--- config.mk ---
export PLATFORM = sky130hd
export DESIGN_NAME = fetch_ctrl
export DESIGN_NICKNAME = d
export VERILOG_FILES = /design/src/rtl/fetch_pkg.sv /design/src/rtl/fetch_queue.sv /design/src/rtl/fetch_ctrl.sv
export SDC_FILE = /design/constraint.sdc
export NUM_CORES = 1
export LEC_CHECK = 0
export BUFFER_PORTS_ARGS = -buffer_cell sky130_fd_sc_hd__buf_2
export CAP_MARGIN = 20
export CORE_ASPECT_RATIO = 1.75
export CORE_UTILIZATION = 55
export CTS_CLUSTER_SIZE = 24
export DETAILED_ROUTE_END_ITERATION = 8
export GPL_TIMING_DRIVEN = 0
export PLACE_DENSITY = 0.85
export SLEW_MARGIN = 5
export SYNTH_ARGS = -nofsm -noshare
export SYNTH_HDL_FRONTEND = slang
export SYNTH_SLANG_ARGS = --single-unit
--- constraint.sdc ---
create_clock -name clk -period 14.8 [get_ports clk]
set_clock_uncertainty 0.2 [all_clocks]
set_input_delay 2.96 -clock clk [delete_from_list [all_inputs] [get_ports clk]]
set_output_delay 2.96 -clock clk [all_outputs]
set_load 0.01 [all_outputs]
--- src/rtl/fetch_pkg.sv ---
`default_nettype none
// ============================================================================
// Module      : fetch_pkg
// Description : Shared types and constants for the instruction-fetch block.
// Revision    : 1.0 - initial release
// ============================================================================
package fetch_pkg;

   typedef enum logic [1:0] {
      IDLE  = 2'd0,
      WAIT  = 2'd1,
      DRAIN = 2'd2
   } fetch_state_e;

   localparam logic [31:0] c_INST_STEP = 32'd4;

endpackage : fetch_pkg
`default_nettype wire

--- src/rtl/fetch_queue.sv ---
`default_nettype none
// ============================================================================
// Module      : fetch_queue
// Description : Small synchronous FIFO of {pc, inst} pairs feeding decode.
// Revision    : 1.0 - initial release
// ============================================================================
module fetch_queue #(
   parameter int QDEPTH = 2
) (
   input  logic                     clk,
   input  logic                     rst,
   input  logic                     flush,
   input  logic                     push,
   input  logic [31:0]              push_pc,
   input  logic [31:0]              push_inst,
   input  logic                     pop,
   output logic [$clog2(QDEPTH):0]  count,
   output logic                     head_valid,
   output logic [31:0]              head_pc,
   output logic [31:0]              head_inst
);

   localparam int c_AW = $clog2(QDEPTH);
   localparam int c_CW = c_AW + 1;

   logic [31:0]     r_pc_mem   [QDEPTH];
   logic [31:0]     r_inst_mem [QDEPTH];
   logic [c_AW-1:0] r_wr_ptr;
   logic [c_AW-1:0] r_rd_ptr;
   logic [c_CW-1:0] r_count;

   logic w_push;
   logic w_pop;

   assign w_push = push & ~flush;
   assign w_pop  = pop & ~flush & (r_count != '0);

   // Storage carries no reset; validity is tracked by the count alone.
   always_ff @(posedge clk) begin
      if (w_push) begin
         r_pc_mem[r_wr_ptr]   <= push_pc;
         r_inst_mem[r_wr_ptr] <= push_inst;
      end
   end

   always_ff @(posedge clk or negedge rst) begin
      if (!rst) begin
         r_wr_ptr <= '0;
         r_rd_ptr <= '0;
         r_count  <= '0;
      end else if (flush) begin
         r_wr_ptr <= '0;
         r_rd_ptr <= '0;
         r_count  <= '0;
      end else begin
         if (w_push) begin
            r_wr_ptr <= r_wr_ptr + c_AW'(1);
         end
         if (w_pop) begin
            r_rd_ptr <= r_rd_ptr + c_AW'(1);
         end
         case ({w_push, w_pop})
            2'b10:   r_count <= r_count + c_CW'(1);
            2'b01:   r_count <= r_count - c_CW'(1);
            default: r_count <= r_count;
         endcase
      end
   end

   assign count      = r_count;
   assign head_valid = (r_count != '0);
   assign head_pc    = r_pc_mem[r_rd_ptr];
   assign head_inst  = r_inst_mem[r_rd_ptr];

endmodule : fetch_queue
`default_nettype wire

--- src/rtl/fetch_ctrl.sv ---
`default_nettype none
// ============================================================================
// Module      : fetch_ctrl
// Description : Instruction-fetch controller: PC sequencing, single-outstanding
//               memory requests, redirect flush and fetch queue to decode.
// Revision    : 1.0 - initial release
// ============================================================================
module fetch_ctrl
   import fetch_pkg::*;
#(
   parameter int          QDEPTH    = 2,
   parameter logic [31:0] INST_STEP = c_INST_STEP
) (
   input  logic        clk,
   input  logic        rst,
   input  logic [31:0] pc_cur,
   output logic [31:0] pc_in,
   output logic        pc_stall,
   input  logic        ex_redirect,
   input  logic [31:0] ex_target,
   output logic        im_req,
   output logic [31:0] im_addr,
   input  logic        im_gnt,
   input  logic        im_rvalid,
   input  logic [31:0] im_rdata,
   output logic        if_valid,
   output logic [31:0] if_pc,
   output logic [31:0] if_inst,
   input  logic        id_stall
);

   localparam int c_CW = $clog2(QDEPTH) + 1;

   fetch_state_e    r_state;
   logic [31:0]     r_req_pc;

   logic [c_CW-1:0] w_count;
   logic            w_pop;
   logic            w_can_issue;
   logic            w_issue;
   logic            w_push;

   assign w_pop       = if_valid & ~id_stall;
   assign w_can_issue = (w_count < c_CW'(QDEPTH)) | w_pop;

   assign im_req   = (r_state == IDLE) & w_can_issue & ~ex_redirect;
   assign im_addr  = pc_cur;
   assign w_issue  = im_req & im_gnt;

   // The PC only moves on an accepted fetch or a redirect; an ungranted
   // request therefore sees a stable address.
   assign pc_in    = ex_redirect ? ex_target : (pc_cur + INST_STEP);
   assign pc_stall = ~(w_issue | ex_redirect);

   assign w_push   = (r_state == WAIT) & im_rvalid & ~ex_redirect;

   always_ff @(posedge clk or negedge rst) begin
      if (!rst) begin
         r_state  <= IDLE;
         r_req_pc <= '0;
      end else begin
         case (r_state)
            IDLE: begin
               if (w_issue) begin
                  r_state  <= WAIT;
                  r_req_pc <= pc_cur;
               end
            end
            WAIT: begin
               if (im_rvalid) begin
                  r_state <= IDLE;
               end else if (ex_redirect) begin
                  r_state <= DRAIN;
               end
            end
            DRAIN: begin
               if (im_rvalid) begin
                  r_state <= IDLE;
               end
            end
            default: r_state <= IDLE;
         endcase
      end
   end

   fetch_queue #(
      .QDEPTH (QDEPTH)
   ) u_queue (
      .clk        (clk),
      .rst        (rst),
      .flush      (ex_redirect),
      .push       (w_push),
      .push_pc    (r_req_pc),
      .push_inst  (im_rdata),
      .pop        (w_pop),
      .count      (w_count),
      .head_valid (if_valid),
      .head_pc    (if_pc),
      .head_inst  (if_inst)
   );

endmodule : fetch_ctrl
`default_nettype wire

Word-level counts from Yosys, hierarchy flattened
Memory sizes are Yosys's and may differ from the RTL's.
Index checks and enable logic that the tools add are counted.
- flip-flop bits (word level): 38
- RAM bits: 128
- input port bits: 102
- memories kept: 2
- $add $sub $neg: 5
- order comparisons: 1
- equality and inequality tests: 7
- muxes and demuxes: 14
- bitwise gates (word level): 14
- reductions and logical operators: 7
- memories (name ; depth ; width ; rd ports ; clocked after Yosys merged registers in ; write ports ; line ; source):
    u_queue.r_inst_mem ; 2 ; 32 ; 1 ; 0 ; 1 ; fetch_queue.sv:27 ; logic [31:0] r_inst_mem [QDEPTH];
    u_queue.r_pc_mem ; 2 ; 32 ; 1 ; 0 ; 1 ; fetch_queue.sv:26 ; logic [31:0] r_pc_mem [QDEPTH];
- operators by type and width (operator ; count):
    32-bit by 3-bit adder with 32-bit output, second input constant ; 1
    32-bit two-way mux ; 1
    2-bit two-way mux ; 5
    1-bit AND ; 9
    1-bit two-way mux ; 6
    2-bit case mux with 3 select lines ; 1
    2-bit nonzero test ; 3
    2-bit by 1-bit == test with 1-bit output, second input constant ; 2
    2-bit == test, second input constant ; 2
    2-bit inequality test, second input constant ; 2
    2-bit case mux with 2 select lines ; 1
    3-bit inequality test, second input constant ; 1
    1-bit inverter ; 3
    3-bit AND reduction ; 1
    3-bit nonzero test ; 1
    1-bit adder, second input constant ; 2
    2-bit by 1-bit adder with 2-bit output, second input constant ; 1
    2-bit zero test ; 1
    2-bit < comparator, second input constant ; 1
    1-bit bitwise OR ; 2
    2-bit AND reduction ; 1
    2-bit by 1-bit subtractor with 2-bit output, second input constant ; 1

Logic depth before layout (Yosys ltp)
- word-level depth: 8
- depth in mapped cells: 6

Cells and area by module
From an unflattened synthesis, not the netlist that was laid out.
- cell total of the unflattened synthesis: 500
- area, all modules: 7537.2 um^2
- modules (own cells, without submodules) (module ; instances ; cells an instance ; area an instance (um^2) ; seq. area each (um^2)):
    fetch_queue ; 1 ; 223 ; 5042.3 ; 3943.8
    fetch_ctrl ; 1 ; 277 ; 2494.9 ; 850.8

Worst setup path before layout
No wires, ideal clock.
- path type: in2reg
- from: in ex_redirect
- to: mem u_queue.r_inst_mem[1][0], enable pin
- library setup time: 0.578 ns
- arrival: 8.071 ns
- data required time: 14.022 ns
- slack: 5.950 ns
- stages: 3
- path buffers: 2
- cells stage by stage: clkbuf_1 -> clkbuf_1 -> nor3b_1
- cells in the longest elaborated chain, start to end: 5
- RTL lines (what ; line ; source):
    start, declared ; fetch_ctrl.sv:19 ; input logic ex_redirect,
    1-bit inverter * ; fetch_queue.sv:35, fetch_ctrl.sv:55 ;
    1-bit AND ; fetch_ctrl.sv:55 ; assign w_push = (r_state == WAIT) & im_rvalid & ~ex_redirect;
    1-bit AND * ; fetch_queue.sv:35 ; assign w_push = push & ~flush;
    1-bit two-way mux * ; fetch_queue.sv:40 ; if (w_push) begin
    1-bit two-way mux (implied by the code) * ; fetch_queue.sv:42 ; r_inst_mem[r_wr_ptr] <= push_inst;
    end, declared ; fetch_queue.sv:27 ;
Every way passes the cells marked *; elsewhere a longest branch is shown, timed or not.

Final worst setup path
- from: in pc_cur[2]
- to: out pc_in[28]
- cells in the longest elaborated chain, start to end: 2
- RTL lines (what ; line ; source):
    start, declared ; fetch_ctrl.sv:16 ; input logic [31:0] pc_cur,
    32-bit by 3-bit adder with 32-bit output ; fetch_ctrl.sv:52 ; assign pc_in = ex_redirect ? ex_target : (pc_cur + INST_STEP);
    32-bit two-way mux ; fetch_ctrl.sv:52 ;
    end, declared ; fetch_ctrl.sv:17 ; output logic [31:0] pc_in,
No other way between the ends.

==> summary.md <==
| Metric | Value |
|---|---|
| Cells after Synth | 497 |
| # setup viols final | 0 |
| First-pass GRT wire length | 24700 um |
| 1st-iter DRT viols | 231 |
| Drt drc | 0 |
| Synth Flop Type | edfxtp_1 |
| Syn nets | 600 |
| Worst-Skew Late Latency | 410 ps |
| Data required time of the worst path | 11640 ps |
| Crit. End Element | primary output |
| Placer congestion estimate | 0.888 |
| PostCTS Resize Cnt | 0 |
| Slowest stage delay, CP | 610 ps |
| Ant diodes | 0 |
| Io pins | 233 |
| Measured slew at the worst slew-check pin | 869 ps |
| Register-to-register setup slack | 12050 ps |
| Critical Path Source Type | primary input |
| Synthesized area | 0.00724 sq mm |
| Clock power share | 37.1% |
| GRT Resource Usage Total | 24.0% |
| Pint | 820 uW |
| Ratio of cells with drive above 1 in the final layout | 53.3% |
| Multi-input gate area | 0.00211 sq mm |
| Sequential element share of the synthesized area | 66.2% |
| Ys async rst share | 22.9% |
| Post-CTS Hold Buffers | 0 |
| Levels on crit path | 8 |
| WL final | 16100 um |
| Psw | 262 uW |
| Reg2Reg Depth | 5 |
| Fin crit share | 55.2% |
| DIE AREA | 0.0137 sq mm |
| Initial antenna violation count | 0 |
| Fin. Hold Viols | 0 |
| WHS Path Cells | 0 |
| Initial cell density of the core | 56.3% |
| Setup TNS Final | 0 ps |
| Chip Height | 154 um |
| LEAKAGE | 3.71 nW |
| Flop pwr share | 51.8% |
| Total iterations of the first detailed-routing run | 5 |
| Core area | 0.0129 sq mm |
| CTS root buffer | clkbuf_16 |
| Mean Syn Cell Area | 14.6 sq um |
| CP cell instances | buf_2, ha_1, nand3_1, or4_4, buf_6, or3_1, a31oi_1, buf_2 |
| Post-route ant nets | 0 |
| Port bufs | 230 |
| Vias | 5093 |
| Critical path's slowest cell | or4_4 |
| Yosys warnings | 0 |
| Via density | 5.42 |
| Post-CTS setup buffers | 0 |
| GRT Residual Overflow | 0 |
| Worst Path Max Fanout | 10 |
| Max VDD drop | 0.0000650 V |
| Sw Share | 24.2% |
| Cell mode on critical path | buf_2 |
| Per-cell routed wire length | 17.1 um |
| Clk sinks | 166 |
| Std cell rows | 55 |
| CP bufs+invs | 3 |
| Library cells used by synthesis | 35 |
| Logic pwr share | 11.1% |
| Post-DP HPWL | 11900 um |
| Minimum clock period | 8180 ps |
| H-tree levels | 4 |
| Pwr dens | 117 mW/mm^2 |
| RSZ-0062 raised after global routing | false |
| Synthesized flop and latch total | 166 |
| Storage cell area | 0.00479 sq mm |
| Area Overhead vs Synth | 27.9% |
| FMAX | 0.122 GHz |
| Worst Path Class, Setup | primary input to primary output |
| CTS tree | built |
| Fin. max-slew vios | 0 |
| Vias in the first global route | 5043 |
| Max-slew headroom | 41.8% |
| Clock-pin slew of the registers on the worst-case setup and hold paths | 60 ps |
| Post-synth EDFFs | 128 |
| Power, Total | 1.08 mW |
| CP arrival | 5020 ps |
| Die width | 88.8 um |
| CTS Buf Count | 17 |
| Largest net degree at the start of global routing | 39 |
| Worst-case clock buffer depth | 2 |
| Filler instances | 903 |
| Max Cap Viol | 0 |
| Status | finished clean |
| Nets | 859 |
| HP Class | flip-flop to flip-flop |
| CP top delay family | simple AND/OR/NAND/NOR gates |
area by class of cell:
cell class                      instances  share of cell area [%]
Sequential cell                       166                    51.8
Multi-Input combinational cell        273                    22.8
Timing Repair Buffer                  240                    13.5
Clock buffer                           17                    4.59
Buffer                                 53                    3.58
Tap cell                              171                    2.31
Clock inverter                         15                    1.31
Inverter                                5                   0.203
per-layer routing:
layer  up-vias  part of all wire, %  wire length, um  global-route usage, %
li1       2369                    -                -                      -
met1      2488                   37             5890                   27.2
met2       206                   55             8870                   43.1
met3        30                  5.5              882                   4.46
met4         0                  2.5              403                   9.75
met5         -                    0                0                      0
metrics by stage:
stage                     cell area (sq um)  instances  hold slack, ps  utilization (%)  worst slack (ps)
final                                  9260        940             275             72.0              6620
after global routing                   9260        940             291             72.0              6540
after CTS                              9260        940             277             72.0              6630
after detailed placement               8720        908             258             67.7              6640
after global placement                 8610        898             245             66.9              3800
after floorplan                        7240        497             237                -              5950
cells in the final DEF, fill, tap and decap left out, drive strengths merged, types with 2 or more instances in the layout:
master,Yosys,final
nand2,28,28
xor2,5,5
xnor2,13,13
buf,34,274
o31ai,5,5
edfxtp,128,128
mux2,97,97
nor4,5,5
nor2,20,20
and3,2,2
or4,7,7
nand4,8,8
nor3,6,6
nor3b,2,2
or3,7,7
or2,2,2
a21oi,5,5
clkinv,1,8
and2,2,2
a31oi,12,12
dfrtp,38,38
nand3,13,13
inv,4,12
clkbuf,19,36
o21ai,27,27
sequential cells by signal, indices dropped and copies added (netlist names):
register / cells
r_req_pc: 32
r_state: 2
u_queue.count: 2
u_queue.r_inst_mem: 64
u_queue.r_pc_mem: 64
u_queue.r_rd_ptr: 1
u_queue.r_wr_ptr: 1
synth_stat cells, drive strengths merged (4+ instances only):
cell	count	area share, %
inv	4	0.21
nor4	5	0.43
nand4	8	0.69
nor3	6	0.41
a31oi	12	1.0
xor2	5	0.60
or4	7	0.78
o21ai	27	1.9
edfxtp	128	53
nor2	20	1.0
clkbuf	19	1.0
xnor2	13	1.6
buf	34	3.6
mux2	97	15
dfrtp	38	13
o31ai	5	0.52
nand2	28	1.5
a21oi	5	0.35
or3	7	0.60
nand3	13	0.90
power groups by stage:
| stage | clock network (mW) | logic (mW) | registers (mW) |
|---|---|---|---|
| finish | 0.402 | 0.120 | 0.561 |
| global route | 0.427 | 0.130 | 0.563 |
| CTS | 0.408 | 0.121 | 0.560 |
| detailed placement | 0 | 0.120 | 0.570 |
| global placement | 0 | 0.114 | 0.567 |
| floorplan | 0 | 0.0680 | 0.562 |
kinds of logic (layout without fill, tap and decap cells):
| family | after synthesis | count (layout) | synth area share, % |
|---|---|---|---|
| fa+ha+maj | 1 | 1 | 0.173 |
| xor+xnor | 18 | 18 | 2.18 |
| compound gates | 51 | 51 | 4.09 |
| mux | 97 | 97 | 15.1 |
| buf+inv | 58 | 330 | 4.84 |
| flops | 166 | 166 | 66.2 |
| simple gates | 106 | 106 | 7.46 |
path summary, 6_finish.rpt:
check / start / endpoint
worst max register to register: r_state[1]$_DFFE_PN0P_ / u_queue.r_inst_mem[0][18]$_DFFE_PP_
min in group asynchronous: rst / r_req_pc[6]$_DFFE_PN0P_
worst min register to register: r_req_pc[20]$_DFFE_PN0P_ / u_queue.r_pc_mem[1][20]$_DFFE_PP_
max in group asynchronous: rst / r_req_pc[29]$_DFFE_PN0P_
worst min-delay path: r_req_pc[20]$_DFFE_PN0P_ / u_queue.r_pc_mem[1][20]$_DFFE_PP_
worst max-delay path: pc_cur[2] / pc_in[28]
(Power assumes the default switching activity.)
